==> src/rtl/strided_scatter_writer.sv <==
// strided_scatter_writer
// Moves one processed block from the result buffer into the image memory.
// The result buffer is read linearly (word n at address n). Each word is written
// to base + pass + STRIDE*step, which is the column-interleaved order used by the
// strided reader, so write n lands at base + n/STEPS + STRIDE*(n%STEPS) (mod 2^AW_A).
//
// Ports
//   clk       system clock, rising edge
//   rst_n     asynchronous active-low reset
//   start     1-cycle pulse that begins a block (ignored while a block is active)
//   base      destination base address, sampled when start is accepted
//   addrb     result-buffer read address
//   enb       result-buffer read enable (data on doutb one cycle later)
//   doutb     result-buffer read data
//   addra     image-memory write address
//   dina      image-memory write data
//   wea       write valid; a write completes on wea & wr_ready
//   wr_ready  image memory accepts the write this cycle
//   busy      block transfer in progress
//   done      1-cycle pulse after the last write of the block completes
module strided_scatter_writer #(
    parameter int STRIDE = 4,
    parameter int STEPS  = 13,
    parameter int AW_A   = 11,
    parameter int AW_B   = 9,
    parameter int DW     = 8
) (
    input  logic            clk,
    input  logic            rst_n,
    input  logic            start,
    input  logic [AW_A-1:0] base,
    output logic [AW_B-1:0] addrb,
    output logic            enb,
    input  logic [DW-1:0]   doutb,
    output logic [AW_A-1:0] addra,
    output logic [DW-1:0]   dina,
    output logic            wea,
    input  logic            wr_ready,
    output logic            busy,
    output logic            done
);

    localparam int N  = STRIDE * STEPS;
    localparam int SW = (STEPS > 1) ? $clog2(STEPS) : 1;
    localparam int PW = (STRIDE > 1) ? $clog2(STRIDE) : 1;

    localparam logic [1:0] S_IDLE  = 2'd0;
    localparam logic [1:0] S_RUN   = 2'd1;
    localparam logic [1:0] S_DRAIN = 2'd2;
    localparam logic [1:0] S_DONE  = 2'd3;

    logic [1:0]      state_q,      state_d;
    logic [AW_A-1:0] base_q,       base_d;
    logic [AW_B-1:0] rd_idx_q,     rd_idx_d;
    logic [PW-1:0]   pass_q,       pass_d;
    logic [SW-1:0]   step_q,       step_d;
    logic            inflight_q,   inflight_d;
    logic            out_valid_q,  out_valid_d;
    logic [DW-1:0]   out_data_q,   out_data_d;
    logic            skid_valid_q, skid_valid_d;
    logic [DW-1:0]   skid_data_q,  skid_data_d;

    logic       wr_fire;
    logic       last_wr;
    logic       rd_en;
    logic [1:0] occ;
    logic       room;

    assign wr_fire = out_valid_q & wr_ready;
    assign last_wr = wr_fire && (pass_q == PW'(STRIDE - 1)) && (step_q == SW'(STEPS - 1));

    // Words held or on their way: output register, skid register, read in flight.
    // A new read is allowed only if at most one word remains after this cycle's
    // write, so the total never exceeds two.
    assign occ  = {1'b0, out_valid_q} + {1'b0, skid_valid_q} + {1'b0, inflight_q};
    assign room = (occ - {1'b0, wr_fire}) <= 2'd1;

    // Word 0 is read in the cycle start is accepted so the first write appears
    // two cycles after the start pulse.
    assign rd_en = ((state_q == S_IDLE) && start) || ((state_q == S_RUN) && room);

    always_comb begin
        state_d      = state_q;
        base_d       = base_q;
        rd_idx_d     = rd_idx_q;
        pass_d       = pass_q;
        step_d       = step_q;
        inflight_d   = rd_en;
        out_valid_d  = out_valid_q;
        out_data_d   = out_data_q;
        skid_valid_d = skid_valid_q;
        skid_data_d  = skid_data_q;

        if (rd_en) begin
            rd_idx_d = rd_idx_q + AW_B'(1);
        end

        // Write-side address counters.
        if (wr_fire) begin
            if (step_q == SW'(STEPS - 1)) begin
                step_d = '0;
                pass_d = pass_q + PW'(1);
            end else begin
                step_d = step_q + SW'(1);
            end
        end

        // Output/skid data path. The skid register only fills while the output
        // register is occupied, and drains into it first when it frees.
        if (!out_valid_q || wr_fire) begin
            if (skid_valid_q) begin
                out_valid_d  = 1'b1;
                out_data_d   = skid_data_q;
                skid_valid_d = inflight_q;
                skid_data_d  = doutb;
            end else if (inflight_q) begin
                out_valid_d = 1'b1;
                out_data_d  = doutb;
            end else begin
                out_valid_d = 1'b0;
            end
        end else if (inflight_q) begin
            skid_valid_d = 1'b1;
            skid_data_d  = doutb;
        end

        case (state_q)
            S_IDLE: begin
                if (start) begin
                    state_d = S_RUN;
                    base_d  = base;
                end
            end
            S_RUN: begin
                if (rd_en && (rd_idx_q == AW_B'(N - 1))) begin
                    state_d = S_DRAIN;
                end
            end
            S_DRAIN: begin
                if (last_wr) begin
                    state_d = S_DONE;
                end
            end
            default: begin
                state_d  = S_IDLE;
                rd_idx_d = '0;
                pass_d   = '0;
                step_d   = '0;
            end
        endcase
    end

    always_ff @(posedge clk or negedge rst_n) begin
        if (!rst_n) begin
            state_q      <= S_IDLE;
            base_q       <= '0;
            rd_idx_q     <= '0;
            pass_q       <= '0;
            step_q       <= '0;
            inflight_q   <= 1'b0;
            out_valid_q  <= 1'b0;
            out_data_q   <= '0;
            skid_valid_q <= 1'b0;
            skid_data_q  <= '0;
        end else begin
            state_q      <= state_d;
            base_q       <= base_d;
            rd_idx_q     <= rd_idx_d;
            pass_q       <= pass_d;
            step_q       <= step_d;
            inflight_q   <= inflight_d;
            out_valid_q  <= out_valid_d;
            out_data_q   <= out_data_d;
            skid_valid_q <= skid_valid_d;
            skid_data_q  <= skid_data_d;
        end
    end

    assign addrb = rd_idx_q;
    assign enb   = rd_en;
    assign wea   = out_valid_q;
    assign dina  = out_data_q;
    assign addra = base_q + AW_A'(pass_q) + AW_A'(STRIDE) * AW_A'(step_q);
    assign busy  = (state_q == S_RUN) || (state_q == S_DRAIN);
    assign done  = (state_q == S_DONE);

endmodule
==> config.mk <==
export PLATFORM = sky130hd
export DESIGN_NAME = strided_scatter_writer
export DESIGN_NICKNAME = d
export VERILOG_FILES = /design/src/rtl/strided_scatter_writer.sv
export SDC_FILE = /design/constraint.sdc
export NUM_CORES = 1
export LEC_CHECK = 0
export CAP_MARGIN = 40
export CORE_UTILIZATION = 50
export CTS_BUF_LIST = sky130_fd_sc_hd__clkbuf_4
export CTS_CLUSTER_SIZE = 25
export DETAILED_ROUTE_END_ITERATION = 16
export GPL_TIMING_DRIVEN = 0
export PLACE_DENSITY_LB_ADDON = 0.2
export SLEW_MARGIN = 20
export SYNTH_ARGS = -nofsm -noshare
export SYNTH_HDL_FRONTEND = slang
export SYNTH_SLANG_ARGS = --single-unit
==> constraint.sdc <==
create_clock -name clk -period 6.55 [get_ports clk]
set_input_delay 0.9825 -clock clk [delete_from_list [all_inputs] [get_ports clk]]
set_output_delay 0.9825 -clock clk [all_outputs]
set_load 0.02 [all_outputs]
# After elaboration in Yosys (flattened, before gate mapping)
# Cells that the tools add are included.
# op_classes
add_sub_neg	8
order_cmp	1
eq_ne	13
n_mux	21
n_bitwise	1
n_reduce_logical	18
# ops
operator	n
$mux 8	4
$mux 9	2
$mux 2	6
$mux 4	3
$add 11x2->11	1
$add 11x6->11	1
$add 9x1->9 const B	1
$eq 9x6->1 const B	1
$ne 2x1->1 const B	4
$reduce_and 2->1	4
$eq 2x2->1 const B	3
$ne 2x2->1 const B	3
$pmux 2 s3	1
$logic_and 1x1->1	5
$mux 1	5
$add 4x1->4 const B	1
$eq 4x4->1 const B	1
$reduce_bool 2->1	2
$logic_or 1x1->1	3
$reduce_and 3->1	1
$reduce_or 3->1	1
$add 1x1->2	1
$add 2x1->2	1
$add 2x1->2 const B	1
6 further kinds	6
# word_totals
register_bits	47
inputBits	23
output_inout_bits	32
word_cells	72

# Longest topological paths before layout
# depth
ltp_word	9
mapped_depth	10
ltp_nobuf	10

# Worst setup path before layout
# Ideal clock, no wire load.
# synth_path
kind	input port to output port
startpoint	input wr_ready
endpoint	output enb
arrival_time_ns	2.419
required_ns	5.568
setup_slack_ns	3.149
cell_stages	9
n_path_buf	0
path_cell_list	nand2_1 > inv_2 > ha_1 > inv_1 > ha_1 > a21oi_1 > xnor2_2 > o21a_1 > inv_1
# synth_via
elab_chain_cells	5
# synth_lines
element	line	source
start: declaration	38	input logic wr_ready,
$and 1x1->1	69	assign wr_fire = out_valid_q & wr_ready;
$sub 2x1->2	76	assign room = (occ - {1'b0, wr_fire}) <= 2'd1;
$le 2x1->1	76	
$logic_and 1x1->1	80	assign rd_en = ((state_q == S_IDLE) && start) || ((state_q == S_RUN) && room);
$logic_or 1x1->1	80	
end: declaration	33	output logic enb,
# No other way between the ends.

# Final worst setup path
# Same ends and word-level chain as after synthesis.

==> flow_metrics.env <==
export IMPL_post_place_cells=360
export IMPL_drt_drc_violations_left=0
export IMPL_grt_setup_unrepaired="no"
export IMPL_detailedPlace_worstSlack_ns=2.01
export IMPL_async_s_r_ff_share_synth_pct=100
export IMPL_hold_viol=0
export IMPL_layout_area_overhead_vs_synth_pct=28.1
export IMPL_layout_min_cycle_time_ns=4.55
export IMPL_cp_end_kind="primary output"
export IMPL_share_of_final_layout_standard_cells_stronger_than_drive_strength_1_pct=11.0
export IMPL_drtAntennaViolNets=0
export IMPL_fin_nets=340
export IMPL_detailroute_via_count=1929
export IMPL_post_cts_resize_count=0
export IMPL_library_cell_used_as_clock_root_buffer="sky130_fd_sc_hd__clkbuf_4"
export IMPL_grt_use_met2_pct=33.9
export IMPL_grt_max_degree=26
export IMPL_drv_cap=0
export IMPL_postCtsSetupRepairBufs=0
export IMPL_grt_busiest_layer="met2"
export IMPL_power_density_nw_per_um2=488
export IMPL_cts_num_sinks=47
export IMPL_post_dp_hpwl_mm=3.68
export IMPL_post_synthesis_cell_area_um2=2570
export IMPL_final_cells=367
export IMPL_final_setup_viol_count=0
export IMPL_most_common_library_cell_in_the_layout_ignoring_fill_and_taps="sky130_fd_sc_hd__clkdlybuf4s50_1"
export IMPL_yosysWarningCount=0
export IMPL_floorplan_die_area_um2=5440
export IMPL_arrival_ns=3.57
export IMPL_use_met3_pct=4.25
export IMPL_totalWireLength_mm=4.85
export IMPL_run_status="complete, no violations"
export IMPL_globalplace_congestion=0.826
export IMPL_critPathKind="in2out"
export IMPL_tritoncts_clock_tree="built"
export IMPL_track_usage_pct=20.5
export IMPL_initial_core_utilization_pct=53.1
export IMPL_gate_count_post_synth=237
export IMPL_holdBufCountCts=0
export IMPL_grt_met1_usage_pct=26.3
export IMPL_detail_routed_net_length_per_standard_cell_um=13.2
export IMPL_cts_htree_levels=2
export IMPL_post_synth_num_cell_types=41
export IMPL_worst_endpoint_required_ns=5.57
export IMPL_grt_first_pass_wirelength_mm=8.38
export IMPL_final_cell_mix="sky130_fd_sc_hd__clkdlybuf4s50_1 (53), sky130_fd_sc_hd__dfrtp_1 (47), sky130_fd_sc_hd__nor2_1 (26), sky130_fd_sc_hd__a21oi_1 (19)"
export IMPL_synth_sequential_area_ratio_pct=45.7
export IMPL_final_setup_tns_ns=0
export IMPL_synth_nets=277
export IMPL_timing_critical_path_fanout_max=6
export IMPL_number_of_enable_type_register_cells_in_the_synthesized_netlist=0
export IMPL_die_width_um=73.7
export IMPL_slew_hr_pct=63.2
export IMPL_antennaDiodeCount=0
export IMPL_tritoncts_num_buffers=5
export IMPL_average_cell_area_after_synthesis_um2=10.9
export IMPL_slew_viol_final=0
export IMPL_final_setup_skew_ns=0.00970
export IMPL_ios=55
export IMPL_layout_worst_path_cycle_share_pct=69.5
export IMPL_placementRows=25
export IMPL_chipHeight_um=73.7
export IMPL_setup_slack_ns=2.00
export IMPL_cts_path_max_buffers=2
export IMPL_number_of_global_route_vias_before_repair=1859
export IMPL_final_fill_count=397
export IMPL_drt_pass1_iterations=4
export IMPL_critPathLaunchType="input port"
export IMPL_cts_clk_slew_worst_paths_ns=0.13
export IMPL_detailedRoute_firstIterationViolations=77
export IMPL_numPortBuffers=54
export IMPL_coreArea_um2=4850
export IMPL_clock_fmax_mhz=220
export IMPL_cellLeakagePower_nw=1.43
export IMPL_timing_worst_slew_pin_value_ns=0.552
export IMPL_synth_seq_cells=47
export IMPL_grt_remaining_overflow=0
export IMPL_number_of_antenna_violations_at_the_first_check_in_global_routing=0
export IMPL_timing_hold_worst_class="reg2reg"
export IMPL_synthFlopType="sky130_fd_sc_hd__dfrtp_1"
export IMPL_max_vdd_ir_drop_uv=301
export IMPL_drt_vias_per_instance=5.26
export IMPL_worst_skew_pair_late_latency_ns=0.36
==> sequential cells by signal (all words and copies together) (netlist names), 2 cells and up <==
signal	cells
addrb	9
base_q	11
dina	8
pass_q	2
skid_data_q	8
state_q	2
step_q	4
==> path summary, 6_finish.rpt <==
path | startpoint | end | slack, ns | cells past startpoint
max in group asynchronous | rst_n | dina[4] | 5.46 | 2
min reg2reg | skid_data_q[2] | skid_data_q[2] | 0.52 | 1
min in group asynchronous | rst_n | dina[2] | 0.57 | 1
max reg2reg | wea | addrb[8] | 4.06 | 10
max | wr_ready | enb | 2.00 | 11
min | skid_data_q[2] | skid_data_q[2] | 0.52 | 1
==> stage by stage <==
stage	hold WS, ns	util, %	instance area [µm²]	total power, mW
6_report	0.515	68.0	3300	1.61
5_1_grt	0.535	68.0	3300	1.73
4_1_cts	0.515	68.0	3300	1.62
3_5_place_dp	0.485	66.4	3220	1.45
3_3_place_gp	0.476	66.0	3200	1.41
2_1_floorplan	0.464	-	2570	1.11
==> cells in the mapped netlist (2+ instances only) <==
| cell type | n | area (µm²) |
|---|---|---|
| sky130_fd_sc_hd__mux2_1 | 7 | 78.8 |
| sky130_fd_sc_hd__a21oi_1 | 19 | 95.1 |
| sky130_fd_sc_hd__nor3b_1 | 2 | 15.0 |
| sky130_fd_sc_hd__clkbuf_1 | 3 | 11.3 |
| sky130_fd_sc_hd__a211oi_1 | 3 | 22.5 |
| sky130_fd_sc_hd__nand2b_1 | 2 | 12.5 |
| sky130_fd_sc_hd__ha_1 | 16 | 200 |
| sky130_fd_sc_hd__nor3_1 | 4 | 20.0 |
| sky130_fd_sc_hd__nand2_1 | 16 | 60.1 |
| sky130_fd_sc_hd__mux2i_1 | 12 | 120 |
| sky130_fd_sc_hd__inv_1 | 11 | 41.3 |
| sky130_fd_sc_hd__nor2_1 | 26 | 97.6 |
| sky130_fd_sc_hd__xnor2_1 | 12 | 105 |
| sky130_fd_sc_hd__dfrtp_1 | 47 | 1180 |
| sky130_fd_sc_hd__nor4b_1 | 2 | 17.5 |
| sky130_fd_sc_hd__nand4_1 | 4 | 25.0 |
| sky130_fd_sc_hd__nor2b_1 | 4 | 25.0 |
| sky130_fd_sc_hd__o21bai_1 | 3 | 22.5 |
| sky130_fd_sc_hd__xor2_1 | 4 | 35.0 |
| sky130_fd_sc_hd__a311o_1 | 3 | 30.0 |
| sky130_fd_sc_hd__buf_1 | 2 | 7.51 |
| sky130_fd_sc_hd__a21o_1 | 2 | 15.0 |
| sky130_fd_sc_hd__mux2_2 | 15 | 169 |
==> power by group <==
| part | internal, mW | switching, mW | total, mW |
|---|---|---|---|
| clock network | 0.0829 | 0.0887 | 0.172 |
| logic | 0.461 | 0.474 | 0.936 |
| registers | 0.408 | 0.0934 | 0.501 |
==> worst max-delay path: stages <==
cell	delay, ns
sky130_fd_sc_hd__clkdlybuf4s50_1	0.44
sky130_fd_sc_hd__nand2_1	0.14
sky130_fd_sc_hd__inv_2	0.08
sky130_fd_sc_hd__ha_1	0.27
sky130_fd_sc_hd__inv_1	0.04
sky130_fd_sc_hd__ha_1	0.27
sky130_fd_sc_hd__a21oi_1	0.24
sky130_fd_sc_hd__xnor2_2	0.16
sky130_fd_sc_hd__o21a_1	0.24
sky130_fd_sc_hd__inv_1	0.09
sky130_fd_sc_hd__clkdlybuf4s50_1	0.60
==> routing by layer <==
metal  vias up  wire [µm]
met5         -          0
met4         0         82
met2        35       2300
met3         8        166
li1        957          -
met1       929       2290
==> area by class of cell <==
class | count | area [µm²] | area share [%]
multi-input combinational | 172 | 1330 | 40.3
sequential | 47 | 1180 | 35.7
timing repair buffer | 56 | 563 | 17.1
tap | 67 | 83.8 | 2.54
clock buffer | 6 | 45.0 | 1.37
inverter | 12 | 45.0 | 1.37
clock inverter | 1 | 30.0 | 0.911
buffer | 6 | 23.8 | 0.721
==> logic make-up after synthesis <==
logic type | after synthesis | synth area share (%)
AND/OR/NAND/NOR | 64 | 11.6
flip-flops | 47 | 45.7
AO/OA/AOI/OAI | 38 | 10.2
multiplexers | 35 | 14.9
buffers and inverters | 18 | 2.67
adder cells (fa/ha/maj) | 18 | 8.95
XOR/XNOR | 17 | 6.08
Note: power is estimated with default switching activity, not from simulation.
